`src/rtl/calc_pkg.sv`:
```
// Shared types for the sequential calculator: operation codes and control FSM states.
package calc_pkg;

  typedef enum logic [1:0] {
    OP_ADD  = 2'b00,
    OP_SUB  = 2'b01,
    OP_MUL  = 2'b10,
    OP_RSVD = 2'b11
  } op_e;

  typedef enum logic [1:0] {
    S_IDLE    = 2'b00,
    S_MUL_RUN = 2'b01,
    S_DONE    = 2'b10
  } state_e;

endpackage

```
`src/rtl/calc_mul_seq.sv`:
```
// Iterative shift-add multiplier: one partial product per cycle, WIDTH cycles per product.
// 'last' flags the final iteration; 'product' then already includes that iteration's partial.
module calc_mul_seq #(
  parameter int WIDTH = 4
) (
  input  logic               clk,
  input  logic               rst_n,
  input  logic               clear,
  input  logic               start,
  input  logic [WIDTH-1:0]   a,
  input  logic [WIDTH-1:0]   b,
  output logic               last,
  output logic [2*WIDTH-1:0] product
);

  localparam int CNT_W = $clog2(WIDTH + 1);
  localparam int PW    = 2 * WIDTH;

  logic [PW-1:0]    mcand_q;
  logic [WIDTH-1:0] mplier_q;
  logic [PW-1:0]    acc_q;
  logic [CNT_W-1:0] cnt_q;
  logic             run_q;

  assign product = acc_q + (mplier_q[0] ? mcand_q : '0);
  assign last    = run_q && (cnt_q == CNT_W'(WIDTH - 1));

  // NOTE: state registers use non-blocking assignments so every register samples pre-edge values.
  always_ff @(posedge clk or negedge rst_n) begin
    if (!rst_n) begin
      mcand_q  <= '0;
      mplier_q <= '0;
      acc_q    <= '0;
      cnt_q    <= '0;
      run_q    <= 1'b0;
    end else if (clear) begin
      mcand_q  <= '0;
      mplier_q <= '0;
      acc_q    <= '0;
      cnt_q    <= '0;
      run_q    <= 1'b0;
    end else if (start) begin
      mcand_q  <= {{WIDTH{1'b0}}, a};
      mplier_q <= b;
      acc_q    <= '0;
      cnt_q    <= '0;
      run_q    <= 1'b1;
    end else if (run_q) begin
      acc_q    <= product;
      mcand_q  <= mcand_q << 1;
      mplier_q <= mplier_q >> 1;
      cnt_q    <= cnt_q + 1'b1;
      if (last) run_q <= 1'b0;
    end
  end

endmodule

```
`src/rtl/calc_seq_alu.sv`:
```
// Two-operand calculator: operand registers, control FSM, ADD/SUB datapath and a sequential MUL.
// Define CALC_ACC_EN to enable chain mode (load_a_i in DONE copies the low result into A, adds ovf_o).
module calc_seq_alu
  import calc_pkg::*;
#(
  parameter int WIDTH = 4
) (
  input  logic               clk,
  input  logic               rst_n,
  input  logic               clear_i,
  input  logic               load_a_i,
  input  logic               load_b_i,
  input  logic [WIDTH-1:0]   operand_i,
  input  logic [1:0]         op_i,
  input  logic               start_i,
  output logic               busy_o,
  output logic               done_o,
  output logic               err_o,
  output logic               neg_o,
  output logic [WIDTH-1:0]   reg_a_o,
  output logic [WIDTH-1:0]   reg_b_o,
  output logic [2*WIDTH-1:0] result_o
`ifdef CALC_ACC_EN
  ,
  output logic               ovf_o
`endif
);

  localparam int PW = 2 * WIDTH;

  state_e           state_q, state_d;
  op_e              op;
  logic [WIDTH-1:0] a_q, b_q;
  logic [PW-1:0]    result_q;
  logic             err_q, neg_q;
  logic             start_go, mul_start, load_ok;
  logic             mul_last;
  logic [PW-1:0]    mul_product;
  logic [PW-1:0]    sum_w, diff_w;
  logic             a_lt_b;

  assign op        = op_e'(op_i);
  assign start_go  = !clear_i && start_i && (state_q == S_IDLE);
  assign mul_start = start_go && (op == OP_MUL);
  // A start in IDLE outranks any load presented in the same cycle.
  assign load_ok   = !clear_i && !start_i && (state_q == S_IDLE);

  assign a_lt_b = a_q < b_q;
  assign sum_w  = {{WIDTH{1'b0}}, a_q} + {{WIDTH{1'b0}}, b_q};
  assign diff_w = a_lt_b ? ({{WIDTH{1'b0}}, b_q} - {{WIDTH{1'b0}}, a_q})
                         : ({{WIDTH{1'b0}}, a_q} - {{WIDTH{1'b0}}, b_q});

  calc_mul_seq #(.WIDTH(WIDTH)) u_mul (
    .clk     (clk),
    .rst_n   (rst_n),
    .clear   (clear_i),
    .start   (mul_start),
    .a       (a_q),
    .b       (b_q),
    .last    (mul_last),
    .product (mul_product)
  );

  always_ff @(posedge clk or negedge rst_n) begin
    if (!rst_n) state_q <= S_IDLE;
    else        state_q <= state_d;
  end

  // NOTE: next state is defaulted first so no path through the case leaves it unassigned (no latch).
  always_comb begin
    state_d = state_q;
    case (state_q)
      S_IDLE:    if (start_i) state_d = (op == OP_MUL) ? S_MUL_RUN : S_DONE;
      S_MUL_RUN: if (mul_last) state_d = S_DONE;
      S_DONE:    state_d = S_IDLE;
      default:   state_d = S_IDLE;
    endcase
    if (clear_i) state_d = S_IDLE;
  end

  assign busy_o = (state_q == S_MUL_RUN);
  assign done_o = (state_q == S_DONE);

  always_ff @(posedge clk or negedge rst_n) begin
    if (!rst_n) begin
      a_q      <= '0;
      b_q      <= '0;
      result_q <= '0;
      err_q    <= 1'b0;
      neg_q    <= 1'b0;
`ifdef CALC_ACC_EN
      ovf_o    <= 1'b0;
`endif
    end else if (clear_i) begin
      a_q      <= '0;
      b_q      <= '0;
      result_q <= '0;
      err_q    <= 1'b0;
      neg_q    <= 1'b0;
`ifdef CALC_ACC_EN
      ovf_o    <= 1'b0;
`endif
    end else begin
      if (load_ok) begin
        if (load_a_i) a_q <= operand_i;
        if (load_b_i) b_q <= operand_i;
      end
`ifdef CALC_ACC_EN
      if ((state_q == S_DONE) && load_a_i) begin
        a_q   <= result_q[WIDTH-1:0];
        ovf_o <= |result_q[PW-1:WIDTH];
      end
`endif
      if (start_go) begin
        err_q <= (op == OP_RSVD);
        neg_q <= 1'b0;
`ifdef CALC_ACC_EN
        ovf_o <= 1'b0;
`endif
        case (op)
          OP_ADD:  result_q <= sum_w;
          OP_SUB: begin
            result_q <= diff_w;
            neg_q    <= a_lt_b;
          end
          OP_RSVD: result_q <= '0;
          default: ;
        endcase
      end
      if ((state_q == S_MUL_RUN) && mul_last) result_q <= mul_product;
    end
  end

  assign reg_a_o  = a_q;
  assign reg_b_o  = b_q;
  assign result_o = result_q;
  assign err_o    = err_q;
  assign neg_o    = neg_q;

endmodule

```
`config.mk`:
```
export PLATFORM = sky130hd
export DESIGN_NAME = calc_seq_alu
export DESIGN_NICKNAME = d
export VERILOG_FILES = /design/src/rtl/calc_pkg.sv /design/src/rtl/calc_mul_seq.sv /design/src/rtl/calc_seq_alu.sv
export SDC_FILE = /design/constraint.sdc
export NUM_CORES = 1
export LEC_CHECK = 0
export BUFFER_PORTS_ARGS = -buffer_cell sky130_fd_sc_hd__clkbuf_2
export CELL_PAD_IN_SITES_DETAIL_PLACEMENT = 0
export CELL_PAD_IN_SITES_GLOBAL_PLACEMENT = 1
export CORE_ASPECT_RATIO = 2
export CORE_MARGIN = 2
export CORE_UTILIZATION = 41
export CTS_CLUSTER_SIZE = 20
export DETAILED_ROUTE_END_ITERATION = 16
export GPL_ROUTABILITY_DRIVEN = 0
export GPL_TIMING_DRIVEN = 0
export PLACE_DENSITY = 0.76
export SETUP_SLACK_MARGIN = 0.05
export SLEW_MARGIN = 20
export SYNTH_ARGS = -nofsm -noshare
export SYNTH_HDL_FRONTEND = slang
export SYNTH_SLANG_ARGS = --single-unit
```
`constraint.sdc`:
```
create_clock -name clk -period 2.2 [get_ports clk]
set_clock_uncertainty 0.15 [all_clocks]
set_input_delay 0.44 -clock clk [delete_from_list [all_inputs] [get_ports clk]]
set_output_delay 0.44 -clock clk [all_outputs]
set_load 0.05 [all_outputs]
```
Yosys cells after proc, flatten, opt, wreduce, memory -nomap -nowiden
Cells that the tools add are included.

storage, ports and cells
  bits of input ports = 12
  bits in registers = 44
  word-level logic and storage cells = 85

operators by class
  order comparisons = 1
  reductions and logical operators = 22
  equality and inequality tests = 8
  mux-type cells = 38
  $add $sub $neg = 5

operators by type and width
  kind                                            count
  2-to-1 mux 8 bit                                11
  2-to-1 mux 4 bit                                9
  one-hot mux 8 bit (3 select lines)              1
  subtractor 4 x 4 -> 5 bit                       2
  2-to-1 mux 1 bit                                9
  2-to-1 mux 3 bit                                3
  adder 8 bit                                     1
  2-to-1 mux 2 bit                                4
  AND reduction 2 bit                             4
  nonzero test 2 bit                              4
  logical AND 1 bit                               7
  == test 2 bit (second input constant)           3
  nonzero test 3 bit                              2
  adder 4 x 4 -> 5 bit                            1
  nonzero test 5 bit                              1
  == test 2 x 1 -> 1 bit (second input constant)  2
  zero test 2 bit                                 2
  less-than comparator 4 bit                      1
  one-hot mux 2 bit (2 select lines)              1
  adder 3 x 1 -> 3 bit (second input constant)    1
  == test 3 x 2 -> 1 bit (second input constant)  1
  != test 3 x 2 -> 1 bit (second input constant)  1
  != test 3 bit (second input constant)           1
  zero test 1 bit                                 2

Logic depth before layout (Yosys ltp)
  depth in word-level cells = 6
  mapped depth = 9

Hierarchy
A second synthesis with hierarchy kept.

unflattened totals
  cells, all modules = 333
  area total of the unflattened synthesis = 2991.6 um^2

by module, submodules not included
  module        times used  sequential area each (um^2)  cells an instance  area each (um^2)
  calc_seq_alu  1           500.5                        183                1565.3
  calc_mul_seq  1           600.6                        150                1426.4

Worst setup path after synthesis
No wires, ideal clock.

  kind = reg2reg
  start = register a_q[1], in the netlist reg_a_o[1]
  end = register result_q[4], in the netlist result_o[4]
  setup time = 0.128 ns
  slack = -0.370 ns
  arrival time = 2.292 ns
  stages on the path, launching flop included = 8
  cell sequence = dfrtp_1 -> inv_1 -> ha_1 -> nor2b_1 -> o22ai_1 -> a221o_1 -> a221oi_1 -> o21ai_1

between the ends
  longest elaborated chain between the ends = 6

ends and longest elaborated chain
  what                                               line                 RTL
  start, declared                                    calc_seq_alu.sv:33   logic [WIDTH-1:0] a_q, b_q;
  start signal, assigned                             calc_seq_alu.sv:105  if (load_a_i) a_q <= operand_i;
  subtractor 4 x 4 -> 5 bit (tied with other cells)  calc_seq_alu.sv:51   : ({{WIDTH{1'b0}}, a_q} - {{WIDTH{1'b0}}, b_q});
  2-to-1 mux 8 bit                                   calc_seq_alu.sv:50   assign diff_w = a_lt_b ? ({{WIDTH{1'b0}}, b_q} - {{WIDTH{1'b0}}, a_q})
  one-hot mux 8 bit (3 select lines) *               calc_seq_alu.sv:120  case (op)
  2-to-1 mux 8 bit *                                 calc_seq_alu.sv:114  if (start_go) begin
  2-to-1 mux 8 bit *                                 calc_seq_alu.sv:130  if ((state_q == S_MUL_RUN) && mul_last) result_q <= mul_product;
  2-to-1 mux 8 bit *                                 calc_seq_alu.sv:94   end else if (clear_i) begin
  end signal, assigned                               calc_seq_alu.sv:121  OP_ADD: result_q <= sum_w;
  end signal, assigned                               calc_seq_alu.sv:123  result_q <= diff_w;
  end signal, assigned                               calc_seq_alu.sv:130
  end, declared                                      calc_seq_alu.sv:34   logic [PW-1:0] result_q;

Mark *: on every way between the ends. The rest lies on a longest branch, timed or not. The select of a mux whose other input is x is not followed.
A chain may end at the register's enable or synchronous reset.

Worst setup path in the final report
  start = register u_mul.mplier_q[0]
  end = register result_q[6], in the netlist result_o[6]

between the ends
  longest elaborated chain between the ends = 4

ends and longest elaborated chain
  what                    line                 RTL
  start, declared         calc_mul_seq.sv:20   logic [WIDTH-1:0] mplier_q;
  start signal, assigned  calc_mul_seq.sv:51   mplier_q <= mplier_q >> 1;
  2-to-1 mux 8 bit        calc_mul_seq.sv:25   assign product = acc_q + (mplier_q[0] ? mcand_q : '0);
  adder 8 bit             calc_mul_seq.sv:25
  2-to-1 mux 8 bit        calc_seq_alu.sv:130
  2-to-1 mux 8 bit        calc_seq_alu.sv:94

Every way passes these cells.

==> impl_metrics.py <==
metrics = {
    "placed_design": {
        "pre_cts_ws_ns": -0.340,
        "port_buffers": 30,
        "dp.cells": 418,
        "hpwl_um": 6000,
    },
    "global_routing": {
        "grt_util_all_layers_pct": 22.6,
        "grt_overflow": 0,
        "grtUsageMet3_pct": 2.57,
        "grtUsageMet1_pct": 24.1,
        "grt_max_degree": 24,
        "grt_pass1_vias": 2603,
        "grt_pass1_wl_um": 13300,
        "grtUsageMet2_pct": 41.1,
        "antenna_found_initial": 0,
        "busiest_layer": "met2",
    },
    "run_status": {
        "status": "finished with violations",
        "violations": "setup timing",
    },
    "timing": {
        "rsz0062_at_grt": "yes",
        "setup_viol": 6,
        "finalCritPeriodShare_pct": 109,
        "layout_min_cycle_time_ns": 2.40,
        "hold_viol_final": 0,
        "maxSlewHeadroom_pct": 55.8,
        "max_freq_mhz": 417,
        "layout_setup_ws_ns": -0.196,
        "slew_violations": 0,
        "worst_slew_pin_slew_ns": 0.662,
    },
    "finish": {
        "drive_above_1_share_pct": 41.5,
        "layout.area.seq_um2": 1120,
        "fin_nets": 400,
        "synthToLayoutAreaGrowth_pct": 35.5,
        "multi_input_area_um2": 1960,
        "final_cells": 454,
        "antenna_cells": 0,
        "nFillCells": 660,
    },
    "setup_path": {
        "timing.rr.end": "result_o[6]",
        "worstReg2RegStart": "u_mul.mplier_q[0]",
        "rrSetupSlack_ns": -0.20,
        "crit_required_ns": 2.25,
        "crit_fanout": 3,
        "worstPathCellList": "buf_6 -> and2_4 -> fa_2 -> a211oi_2 -> nor2_1 -> o31ai_1 -> xor2_1 -> buf_4 -> a221oi_2",
        "crit_type": "reg2reg",
        "worst_ep_arrival_time_ns": 2.45,
        "critPathCaptureType": "flop",
        "critPathSlowestCell": "dfrtp_2",
        "cpPeakStageDelay_ns": 0.43,
        "r2r_cells": 9,
        "cp-start-kind": "flop",
    },
    "run": {
        "cap_violations": 0,
    },
    "die": {
        "die_w_um": 63.3,
        "die_y_um": 123,
        "initial_core_util_pct": 41.9,
        "boundaryPins": 32,
        "dieArea_um2": 7770,
        "coreArea_um2": 6890,
        "std_cell_rows": 43,
    },
    "routing": {
        "post_drt_wl_per_cell_um": 18.5,
        "routed_via_density": 5.55,
        "drt_iter0_drc": 80,
        "drc": 0,
        "drt.antenna.violating_nets": 0,
        "num_vias": 2521,
        "routed_wl_um": 8390,
        "firstDrtPassIters": 4,
    },
    "logic_synthesis": {
        "synth_area_per_cell_um2": 9.72,
        "synth_top_area_share_pct": 38.1,
        "synthCells": 297,
        "synth.distinct_cells": 62,
        "yosys_warnings": 0,
        "async_reset_ff_share_pct": 100,
        "synth.yosys.seq_area_share_pct": 38.1,
        "yosys.area.top_type": "dfrtp_1",
        "ys_ff_latch": 44,
        "netlist_area_um2": 2890,
        "synthesis.nets": 334,
        "synth_edf_count": 0,
        "synth_flop_cell": "dfrtp_1",
        "synth_area_leaders": "dfrtp_1 (38%), ha_1 (9.1%), nand2_1 (3.4%), a21oi_1 (3.1%), a22o_1 (3.0%)",
    },
    "clock_network": {
        "postCtsHoldBufs": 0,
        "h-tree-depth": 2,
        "cts_tree": "yes",
        "clkTransAtPathRegs_ns": 0.07,
        "clk_latency_ns": 0.29,
        "cts-buffers-inserted": 5,
        "clkSinkCount": 44,
        "ctsLongestPathBuffers": 2,
        "clockRootBuffer": "clkbuf_16",
    },
    "power_and_ir_drop": {
        "p_leak_nw": 1.72,
        "powerDensity_nw_per_um2": 507,
        "peakVddDrop_v": 0.000526,
    },
    "hold_path": {
        "hp-class": "in2async",
    },
}
==> cells in the mapped netlist (all sizes together) (3+ instances only) <==
master / n
mux2i: 7
o22ai: 3
nor2: 21
o21ai: 16
clkbuf: 5
and2: 8
nor3: 5
nor2b: 4
a21oi: 19
fa: 4
nor3b: 3
a22o: 10
or2: 3
ha: 21
xor2: 7
nand2: 26
a211oi: 12
nand3: 16
xnor2: 3
dfrtp: 44
inv: 15
a221oi: 4
nor4: 3
buf: 9
nand2b: 5
==> metal layers <==
metal	vias to the layer above	wire length [µm]
li1	1204	-
met1	1221	3070
met2	69	4610
met3	27	245
met4	0	462
met5	-	0
==> timing repair <==
| item | CTS | global route |
|---|---|---|
| gates resized for setup | 36 | 26 |
| pin swaps | 15 | 27 |
| buffers inserted | 23 | 8 |
| endpoints found under the setup margin | 11 | 11 |
==> state kept, by name, summed over array words and instances, names as in the netlist <==
| signal | count |
|---|---|
| u_mul.acc_q | 8 |
| u_mul.mplier_q | 4 |
| u_mul.cnt_q | 3 |
| reg_b_o | 4 |
| u_mul.run_q | 1 |
| neg_o | 1 |
| state_q | 2 |
| u_mul.mcand_q | 8 |
| reg_a_o | 4 |
| err_o | 1 |
| result_o | 8 |
==> cell families after synthesis <==
family                     count (synthesis)  share of synthesized area [%]
and+or+nand+nor                          101                           18.9
AOI/OAI and AO/OA                         81                           20.8
DFF                                       44                           38.1
buffers and inverters                     29                           4.81
adders and majority gates                 25                           11.9
xor gates and xnor gates                  10                           3.03
muxes                                      7                           2.43
==> layout by cell type, fill, tap and decap left out, types with 8 or more instances in the layout <==
cell type   n
a211oi_1    8
a21oi_1    17
a22o_1     10
buf_4      25
buf_6       8
clkbuf_2   30
dfrtp_1    35
ha_1        9
ha_4       10
inv_1      11
nand2_1    26
nand3_1    14
nor2_1     17
o21ai_1     8
==> metrics by stage <==
stage / util (%) / total power [mW] / TNS [ns] / hold WS, ns / cell area, µm²
2_1_floorplan: - / 1.04 / -0.0693 / -0.00559 / 2950
3_3_place_gp: 46.7 / 1.13 / -1.07 / 0.316 / 3210
3_5_place_dp: 47.1 / 1.14 / -1.18 / 0.331 / 3240
4_1_cts: 54.3 / 1.97 / -0.416 / 0.0367 / 3740
5_1_grt: 56.8 / 2.06 / -1.23 / 0.0637 / 3910
6_report: 56.8 / 1.99 / -0.722 / 0.0144 / 3910
==> where the power goes <==
| part | total, mW | internal (mW) | switching (mW) |
|---|---|---|---|
| registers | 0.847 | 0.826 | 0.0207 |
| clock network | 0.797 | 0.452 | 0.344 |
| logic | 0.342 | 0.133 | 0.209 |
==> worst max path at each step <==
stage | slack, ns | from | endpoint | depth (start not counted)
after floorplan | -0.03 | u_mul.mplier_q[0] | result_o[6] | 8
after global placement | -0.33 | u_mul.mplier_q[0] | result_o[6] | 8
after detailed placement | -0.34 | u_mul.mplier_q[0] | result_o[6] | 8
after CTS | -0.20 | u_mul.mplier_q[0] | result_o[6] | 9
after global routing | -0.27 | u_mul.mplier_q[0] | result_o[6] | 9
final | -0.20 | u_mul.mplier_q[0] | result_o[6] | 9
==> cell type report <==
class,count,share of cell area [%]
sequential,44,28.6
clock buffer,6,3.55
tap,90,2.88
buffer,12,2.17
inverter,15,1.50
multi-input combinational,224,50.2
clock inverter,2,0.384
timing repair buffer,61,10.8
==> critical path, delay by kind of cell (launching register included) <==
kind | cells | cell delay [ns]
compound gates | 3 | 0.71
flops | 1 | 0.43
fa+ha+maj | 1 | 0.37
buf+inv | 2 | 0.28
simple gates | 2 | 0.26
xor+xnor | 1 | 0.10
Power figures use the tool's default switching activity.
